### config.mk
export PLATFORM = sky130hd
export DESIGN_NAME = gate_trigger_ctrl
export DESIGN_NICKNAME = d
export VERILOG_FILES = /design/src/rtl/gate_pkg.sv /design/src/rtl/input_debouncer.sv /design/src/rtl/gate_trigger_ctrl.sv
export SDC_FILE = /design/constraint.sdc
export NUM_CORES = 1
export LEC_CHECK = 0
export CORE_MARGIN = 4
export CORE_UTILIZATION = 66
export CTS_CLUSTER_SIZE = 24
export DETAILED_ROUTE_END_ITERATION = 8
export GPL_TIMING_DRIVEN = 0
export PLACE_DENSITY = 0.95
export SYNTH_ARGS = -nofsm -noshare
export SYNTH_HDL_FRONTEND = slang
export SYNTH_SLANG_ARGS = --single-unit
### constraint.sdc
create_clock -name clk -period 5.54 [get_ports clk]
set_input_delay 1.108 -clock clk [delete_from_list [all_inputs] [get_ports clk]]
set_output_delay 1.108 -clock clk [all_outputs]
set_load 0.01 [all_outputs]
### src/rtl/gate_pkg.sv
// Shared types and default timing constants for the gate trigger controller.
// Latency: n/a (declarations only).
// Backpressure: n/a.
package gate_pkg;

   // Gate command sequence states
   typedef enum logic [1:0] {
      IDLE     = 2'd0,
      OPEN     = 2'd1,
      COOLDOWN = 2'd2
   } gate_state_e;

   // Default cycle counts at a 50 MHz clock
   localparam int DEF_DEBOUNCE_CYCLES = 1_000_000;    // 20 ms
   localparam int DEF_HOLD_CYCLES     = 150_000_000;  // 3 s
   localparam int DEF_COOL_CYCLES     = 25_000_000;   // 500 ms, covers servo close ramp

   // Timer width; must hold the largest count above
   localparam int DEF_CNT_W = 28;

   // Saturation ceiling of the accepted-open counter
   localparam logic [7:0] OPEN_COUNT_MAX = 8'hFF;

endpackage

### src/rtl/input_debouncer.sv
// Synchronizes a raw asynchronous sensor and debounces it into a stable level plus a rise pulse.
// Latency: db follows a stable input change after DEBOUNCE_CYCLES+1 edges; rise is registered with db.
// Backpressure: none; free-running level path, the pulse is one cycle wide.
module input_debouncer
   import gate_pkg::*;
#(
   parameter int DEBOUNCE_CYCLES = DEF_DEBOUNCE_CYCLES,
   parameter int CNT_W           = DEF_CNT_W
) (
   input  logic clk,
   input  logic rst_n,
   input  logic sensor_in,
   output logic db,
   output logic rise
);

   // Last counter value before the level is accepted (counter holds 0..DEBOUNCE_CYCLES-1)
   localparam logic [CNT_W-1:0] CNT_LAST = CNT_W'(DEBOUNCE_CYCLES - 1);

   logic             sync1_q, sync1_d;
   logic             s_q, s_d;
   logic             db_q, db_d;
   logic             rise_q, rise_d;
   logic [CNT_W-1:0] cnt_q, cnt_d;

   // Next-state: two-stage synchronizer, mismatch counter, level acceptance and rise detect
   always_comb begin
      sync1_d = sensor_in;
      s_d     = sync1_q;
      db_d    = db_q;
      cnt_d   = '0;
      if (s_q != db_q) begin
         if (cnt_q == CNT_LAST) begin
            db_d = s_q;
         end else begin
            cnt_d = cnt_q + CNT_W'(1);
         end
      end
      rise_d = db_d & ~db_q;
   end

   // State registers; async reset clears synchronizer, level and counter immediately
   always_ff @(posedge clk or negedge rst_n) begin
      if (!rst_n) begin
         sync1_q <= 1'b0;
         s_q     <= 1'b0;
         db_q    <= 1'b0;
         rise_q  <= 1'b0;
         cnt_q   <= '0;
      end else begin
         sync1_q <= sync1_d;
         s_q     <= s_d;
         db_q    <= db_d;
         rise_q  <= rise_d;
         cnt_q   <= cnt_d;
      end
   end

   assign db   = db_q;
   assign rise = rise_q;

endmodule

### src/rtl/gate_trigger_ctrl.sv
// Turns a debounced presence sensor into a timed servo enable: OPEN for a hold time, then a COOLDOWN lockout.
// Latency: enable rises DEBOUNCE_CYCLES+2 edges after the sensor is first sampled high; force_close acts on the next edge.
// Backpressure: none; triggers arriving in COOLDOWN are dropped so the gate is never reopened mid-close.
module gate_trigger_ctrl
   import gate_pkg::*;
#(
   parameter int DEBOUNCE_CYCLES = DEF_DEBOUNCE_CYCLES,
   parameter int HOLD_CYCLES     = DEF_HOLD_CYCLES,
   parameter int COOL_CYCLES     = DEF_COOL_CYCLES,
   parameter int CNT_W           = DEF_CNT_W
) (
   input  logic       clk,
   input  logic       rst_n,
   input  logic       sensor_in,
   input  logic       force_close,
   output logic       enable,
   output logic       busy,
   output logic [7:0] open_count
);

   // Timer load values: the timer counts down to 0, so N cycles load N-1
   localparam logic [CNT_W-1:0] HOLD_LAST = CNT_W'(HOLD_CYCLES - 1);
   localparam logic [CNT_W-1:0] COOL_LAST = CNT_W'(COOL_CYCLES - 1);

   logic db_lvl;
   logic db_rise;
   logic trig;

   gate_state_e      state_q, state_d;
   logic [CNT_W-1:0] timer_q, timer_d;
   logic [7:0]       open_count_q, open_count_d;
   logic             enable_q, enable_d;
   logic             busy_q, busy_d;
   logic             count_inc;

   input_debouncer #(
      .DEBOUNCE_CYCLES (DEBOUNCE_CYCLES),
      .CNT_W           (CNT_W)
   ) u_input_debouncer (
      .clk       (clk),
      .rst_n     (rst_n),
      .sensor_in (sensor_in),
      .db        (db_lvl),
      .rise      (db_rise)
   );

   // The rise pulse is only ever high together with the accepted level; qualifying on both
   // makes the trigger robust to any future change in how the pulse is generated.
   assign trig = db_rise & db_lvl;

   // Next-state: FSM, shared hold/cool timer, saturating open counter and registered outputs
   always_comb begin
      state_d      = state_q;
      timer_d      = timer_q;
      open_count_d = open_count_q;
      count_inc    = 1'b0;
      case (state_q)
         IDLE: begin
            if (trig) begin
               state_d   = OPEN;
               timer_d   = HOLD_LAST;
               count_inc = 1'b1;
            end
         end
         OPEN: begin
            // force_close outranks a same-cycle retrigger; a retrigger outranks expiry
            if (force_close) begin
               state_d = COOLDOWN;
               timer_d = COOL_LAST;
            end else if (trig) begin
               timer_d   = HOLD_LAST;
               count_inc = 1'b1;
            end else if (timer_q == '0) begin
               state_d = COOLDOWN;
               timer_d = COOL_LAST;
            end else begin
               timer_d = timer_q - CNT_W'(1);
            end
         end
         COOLDOWN: begin
            // Triggers and force_close are deliberately ignored while the servo closes
            if (timer_q == '0) begin
               state_d = IDLE;
            end else begin
               timer_d = timer_q - CNT_W'(1);
            end
         end
         default: begin
            state_d = IDLE;
            timer_d = '0;
         end
      endcase
      if (count_inc && (open_count_q != OPEN_COUNT_MAX)) begin
         open_count_d = open_count_q + 8'd1;
      end
      enable_d = (state_d == OPEN);
      busy_d   = (state_d != IDLE);
   end

   // FSM and output registers; async reset returns to IDLE with everything cleared, even mid-OPEN
   always_ff @(posedge clk or negedge rst_n) begin
      if (!rst_n) begin
         state_q      <= IDLE;
         timer_q      <= '0;
         open_count_q <= 8'd0;
         enable_q     <= 1'b0;
         busy_q       <= 1'b0;
      end else begin
         state_q      <= state_d;
         timer_q      <= timer_d;
         open_count_q <= open_count_d;
         enable_q     <= enable_d;
         busy_q       <= busy_d;
      end
   end

   assign enable     = enable_q;
   assign busy       = busy_q;
   assign open_count = open_count_q;

endmodule

==> results.ini, run 1 <==
[floorplan]
num_rows=28
boundaryPins=14
fp.dieH_um=85.8
dieArea_um2=7350
die_w_um=85.8
core_um2=5890
initial_core_util=0.678

[global_route]
grt_max_degree=73
grt_pass1_wl_um=17600
first_global_vias=3613
grt_overflow=0
grt_usage=0.302
grt_antenna_before_repair=0

[finish]
layout_commonest_cell=dfrtp_1
final_nets=463
multiInputGateArea_um2=2080
fillers=428
layout_common_cells=dfrtp_1 (72), nor2_1 (61), nand2_1 (32), o21ai_0 (25)
area_delta_synth_final_pct=9.91
regArea_um2=1800
design_area_um2=4390
drive_gt1_frac=0.0998
layoutNonFillerInstCount=536
antenna_cells=0

[synth]
synth_area_um2=3990
ys_seq_area_frac=0.452
ys_top_cells_by_area=dfrtp_1 (45%), nor2_1 (5.7%), xor2_1 (4.6%), o21ai_0 (3.1%), xnor2_1 (3.1%)
synth_fp_nets=439
ys_ff_latch=72
synth_cells=432
yosysTopAreaCellShare=0.452
synth-xor-area-share=0.0768
synth_top_family_by_area=simple AND/OR/NAND/NOR gates
synth_warnings=0
synth_edf_count=0
synth.area.mux_share=0.00564
synth_cell_types=65
ys_async_sr_fraction=1.00
synth.avg_cell_area_um2=9.24
synthAdderAreaFrac=0.00941
synthFlopType=dfrtp_1
synth_compound_area_frac=0.161
synthSimpleGateAreaFrac=0.269
yosysTopAreaCell=dfrtp_1

[drt]
drtAntennaViolNets=0
met2_length_um=4630
wl_met3_um=1040
drc=0
top_layer=met4
m1WireLength_um=4120
routedWlPerCell_um=18.9
dr_total_vias=3590
drtPass1Iterations=5
viasPerCell=6.70
wl_um=10100
dr.first_iter.drc_count=460

[clocking]
cts_made_buffers=9
cts_buffer_depth=2
cts-resized-gates=0
hold_buffers=0
post_cts_buffers=0
h-tree-depth=3
numClockSinks=72
insertion_delay_ns=0.35
cts_tree=built
root_buffer=clkbuf_8
path_clk_slew_ns=0.08

[worst_setup_path]
cp-start-kind=input pin
crit_fanout=8
critPathKind=in2reg
r2r_cells=10
cp.required_ns=5.78
endpoint_kind=flop
cp.arrival_ns=3.26

[timing]
maxSlewViolCount=0
skew_ns=0.00565
period_share=0.546
finalHoldViolations=0
fmax_mhz=331
rsz0062_at_grt=false
tightest_slew_ns=0.894
period_needed_ns=3.02
timing.hold.ws_ns=0.367
setup_viol=0
maxSlewHeadroom=0.404
setup_tns_ns=0

[power_and_ir_drop]
power_uw=935
irDropWorstVdd_uv=163
leakage_nw=1.99
p_per_area_nw_per_um2=213

[placed_design]
globalplace.congestion=0.973
dpl-instance-area_um2=4210
dp.final_hpwl_um=6840
portBuffers=13
dp.cells=520

[min_path]
min_path_type=reg2reg
whs_path_depth=0

[run]
maxCapViolations=0

[status]
status=complete, no violations

[flip-flops by register name (all words and copies together), names as in the netlist]
register / flops
busy: 1
enable: 1
open_count: 8
state_q: 2
timer_q: 28
u_input_debouncer.cnt_q: 28
u_input_debouncer.db: 1
u_input_debouncer.rise: 1
u_input_debouncer.s_d: 1
u_input_debouncer.s_q: 1
[cell type report]
type / count / area share
buffer: 15 / 0.0146
inverter: 11 / 0.00942
timing repair buffer: 13 / 0.0291
tap: 75 / 0.0214
sequential: 72 / 0.411
multi-input combinational: 334 / 0.475
clock buffer: 12 / 0.0331
clock inverter: 4 / 0.00656
[through the flow]
step                      utilization  setup WS [ns]
final                           0.745           2.52
after floorplan                     -           3.10
after CTS                       0.745           2.55
after global routing            0.745           2.35
after global placement          0.716           1.02
after detailed placement        0.716           2.23
[where the power goes]
part,internal [mW],leakage (nW),switching (mW)
Clock,0.176,0.0830,0.206
Sequential,0.528,0.997,0.00278
Combinational,0.00510,0.907,0.0170
[cell usage after synthesis, drive strengths merged (4+ instances only)]
master  count
buf         4
a31oi       8
nor3       12
nor2       62
xor2       21
o31ai       6
clkbuf     11
a21oi      22
nor2b       4
and3        7
nor4        8
dfrtp      72
o211ai      7
inv        11
nand2      38
xnor2      14
o22ai       4
o21ai      30
nand3      22
nand4      20
[logic make-up (layout without fill, tap and decap cells)]
group	count (synthesis)	count (layout)
AO/OA/AOI/OAI	101	101
XOR/XNOR	35	35
adder cells (fa/ha/maj)	3	3
buffers and inverters	26	55
flip-flops	72	72
multiplexers	2	2
AND/OR/NAND/NOR	193	193
[worst max-delay path, cell delays in order]
cell	delay, ns
clkdlybuf4s50_1	0.45
nor3_1	0.46
a21oi_1	0.21
a31oi_1	0.61
nand4_1	0.24
xnor2_1	0.17
[path summary, 6_finish.rpt]
| kind | from | slack, ns | end |
|---|---|---|---|
| worst max-delay path | force_close | 2.52 | open_count[7] |
| worst min-delay path | u_input_debouncer.s_d | 0.37 | u_input_debouncer.s_q |
| worst max register to register | timer_q[0] | 2.65 | timer_q[2] |
| worst min register to register | u_input_debouncer.s_d | 0.37 | u_input_debouncer.s_q |
| max in group asynchronous | rst_n | 4.08 | timer_q[22] |
| min in group asynchronous | rst_n | 0.88 | timer_q[14] |
[layer usage]
layer,GRT usage,vias to the layer above
met2,0.446,232
li1,-,1611
met5,0,-
met4,0.144,0
met1,0.422,1705
met3,0.0720,42
Power figures use the tool's default switching activity.
==> run 2, diff against run 1 <==
--- a/config.mk
+++ b/config.mk
@@ -6,11 +6,11 @@
 export NUM_CORES = 1
 export LEC_CHECK = 0
 export CORE_MARGIN = 4
-export CORE_UTILIZATION = 66
+export CORE_UTILIZATION = 61
 export CTS_CLUSTER_SIZE = 24
 export DETAILED_ROUTE_END_ITERATION = 8
 export GPL_TIMING_DRIVEN = 0
-export PLACE_DENSITY = 0.95
+export PLACE_DENSITY = 0.91
 export SYNTH_ARGS = -nofsm -noshare
 export SYNTH_HDL_FRONTEND = slang
 export SYNTH_SLANG_ARGS = --single-unit
==> constraint.sdc (replaced) <==
create_clock -name clk -period 3.1 [get_ports clk]
set_input_delay 0.62 -clock clk [delete_from_list [all_inputs] [get_ports clk]]
set_output_delay 0.62 -clock clk [all_outputs]
set_load 0.01 [all_outputs]
==> run 2 against run 1 <==
Global-route usage fell by 3.4 points. First-iteration DRC count fell by 17%. Via count fell by 1.1%. Highest routed layer unchanged.
==> results.ini, run 2 (synthesis gave the netlist of run 1 again) <==
[min_path]
min_from=u_input_debouncer.s_d  ; unchanged
holdPathEnd=u_input_debouncer.s_q  ; unchanged
whs_path_depth=0  ; unchanged
min_path_type=reg2reg  ; unchanged

[floorplan]
boundaryPins=14  ; unchanged
dieArea_um2=7900  ; was 7350 µm²
num_rows=29  ; was 28
initial_core_util=0.628  ; was 0.678
core_um2=6350  ; was 5890 µm²
fp.dieH_um=88.9  ; was 85.8 µm
die_w_um=88.9  ; was 85.8 µm

[drt]
drc=0  ; unchanged
drtPass1Iterations=6  ; was 5
drtAntennaViolNets=0  ; unchanged
viasPerCell=6.60  ; was 6.70
wl_um=9700  ; was 10100 µm
dr_total_vias=3552  ; was 3590
routedWlPerCell_um=18.0  ; was 18.9 µm
dr.first_iter.drc_count=381  ; was 460

[global_route]
grt_pass1_wl_um=16100  ; was 17600 µm
grt_usage=0.267  ; was 0.302
first_global_vias=3218  ; was 3613
grt_antenna_before_repair=0  ; unchanged
grt_overflow=0  ; unchanged
grt_max_degree=73  ; unchanged

[power_and_ir_drop]
leakage_nw=2.00  ; was 1.99 nW
power_frac_seq=0.553  ; was 0.567
p_clk_frac=0.424  ; was 0.409
irDropWorstVdd_uv=308  ; was 163 µV
combPwrFrac=0.023  ; was 0.024
switching_share=0.228  ; was 0.242
p_switching_uw=390  ; was 226 µW
p_per_area_nw_per_um2=390  ; was 213 nW/µm²
internal_power_mw=1.33  ; was 709 µW

[worst_setup_path]
cp.arrival_ns=3.10  ; was 3.26 ns
cp.required_ns=3.33  ; was 5.78 ns
critPathKind=reg2reg  ; was in2reg
reg2reg_from=timer_q[1]  ; was timer_q[0]
rrSetupSlack_ns=0.23  ; was 2.65 ns
endpoint_kind=flop  ; unchanged
cp-start-kind=flop  ; was input pin
worstReg2RegEnd=timer_q[20]  ; was timer_q[2]
crit_fanout=8  ; unchanged
r2r_cells=10  ; unchanged

[run]
maxCapViolations=0  ; unchanged

[placed_design]
portBuffers=13  ; unchanged
dpl_worst_slack_ns=0.289  ; was 2.23 ns
dp.cells=522  ; was 520
dpl-instance-area_um2=4210  ; about the same
dp.final_hpwl_um=6730  ; was 6840 µm
globalplace.congestion=0.988  ; was 0.973

[finish]
design_area_um2=4400  ; was 4390 µm²
final_nets=463  ; unchanged
area_delta_synth_final_pct=10.3  ; was 9.91%
regArea_um2=1800  ; unchanged
drive_gt1_frac=0.0998  ; unchanged
multiInputGateArea_um2=2080  ; unchanged
fillers=448  ; was 428
layout_common_cells=dfrtp_1 (72), nor2_1 (61), nand2_1 (32), o21ai_0 (25)  ; unchanged
layoutNonFillerInstCount=538  ; was 536
antenna_cells=0  ; unchanged
layout_commonest_cell=dfrtp_1  ; unchanged

[timing]
timing.hold.ws_ns=0.353  ; was 0.367 ns
rsz0062_at_grt=false  ; unchanged
maxSlewViolCount=0  ; unchanged
finalHoldViolations=0  ; unchanged
period_share=0.925
skew_ns=0.0119  ; was 0.00565 ns
fmax_mhz=349
tightest_slew_ns=0.872  ; was 0.894 ns
final.setup.worst_slack_ns=0.232  ; was 2.52 ns
period_needed_ns=2.87
maxSlewHeadroom=0.419  ; was 0.404
setup_viol=0  ; unchanged

[clocking]
path_clk_slew_ns=0.08  ; about the same
cts-resized-gates=0  ; unchanged
cts_buffer_depth=2  ; unchanged
numClockSinks=72  ; unchanged
insertion_delay_ns=0.36  ; was 0.35 ns
cts_tree=built  ; unchanged
root_buffer=clkbuf_8  ; unchanged
post_cts_buffers=0  ; unchanged
hold_buffers=0  ; unchanged
cts_made_buffers=9  ; unchanged
h-tree-depth=3  ; unchanged

[status]
status=complete, no violations  ; unchanged

-- run 2: final cells by class --
type                    count  area share
plain buffers              15      0.0145
clock buffers              11      0.0298
clock inverters             5      0.0131
inverters                  11     0.00938
multi-input cells         334       0.473
flip-flops and latches     72       0.409
well taps                  77      0.0219
repair buffers             13      0.0290
-- run 2: layer usage --
layer  track usage  up-vias  share of wire
met2         0.380      189           0.44
met3        0.0512       33          0.077
met1         0.397     1707           0.45
li1              -     1623              -
met4         0.120        0          0.025
met5             0        -              0
-- run 2: critical path, cell delays in order (launching register included) --
cell and delay [ns]:
dfrtp_1 0.44, inv_1 0.08, ha_1 0.24, nor3b_2 0.41, nand4_2 0.33, nor3_2 0.44, nor2_1 0.21, nor2_4 0.23
inv_2 0.11, o311ai_0 0.12, nand3_1 0.12
-- run 2: worst max path at each step --
stage                from          end  slack [ns]
2_1_floorplan  timer_q[0]  timer_q[27]        0.76
3_3_place_gp        rst_n  timer_q[27]       -0.92
3_5_place_dp   timer_q[0]  timer_q[20]        0.29
4_1_cts        timer_q[0]  timer_q[20]        0.29
5_1_grt        timer_q[0]  timer_q[20]        0.03
6_report       timer_q[1]  timer_q[20]        0.23
-- run 2: per-stage QoR --
stage | TNS [ns] | util | power, mW
2_1_floorplan | 0 | - | 0.979
3_3_place_gp | -66.13 | 0.664 | 1.01
3_5_place_dp | 0 | 0.664 | 1.01
4_1_cts | 0 | 0.693 | 1.72
5_1_grt | 0 | 0.693 | 1.78
6_report | 0 | 0.693 | 1.72
-- run 2: power by group through the flow --
stage	clock network [mW]	logic (mW)	registers [mW]
final	0.728	0.0390	0.949
after floorplan	0	0.0124	0.967
after global routing	0.783	0.0454	0.949
after global placement	0	0.0395	0.967
after CTS	0.734	0.0405	0.949
after detailed placement	0	0.0405	0.967
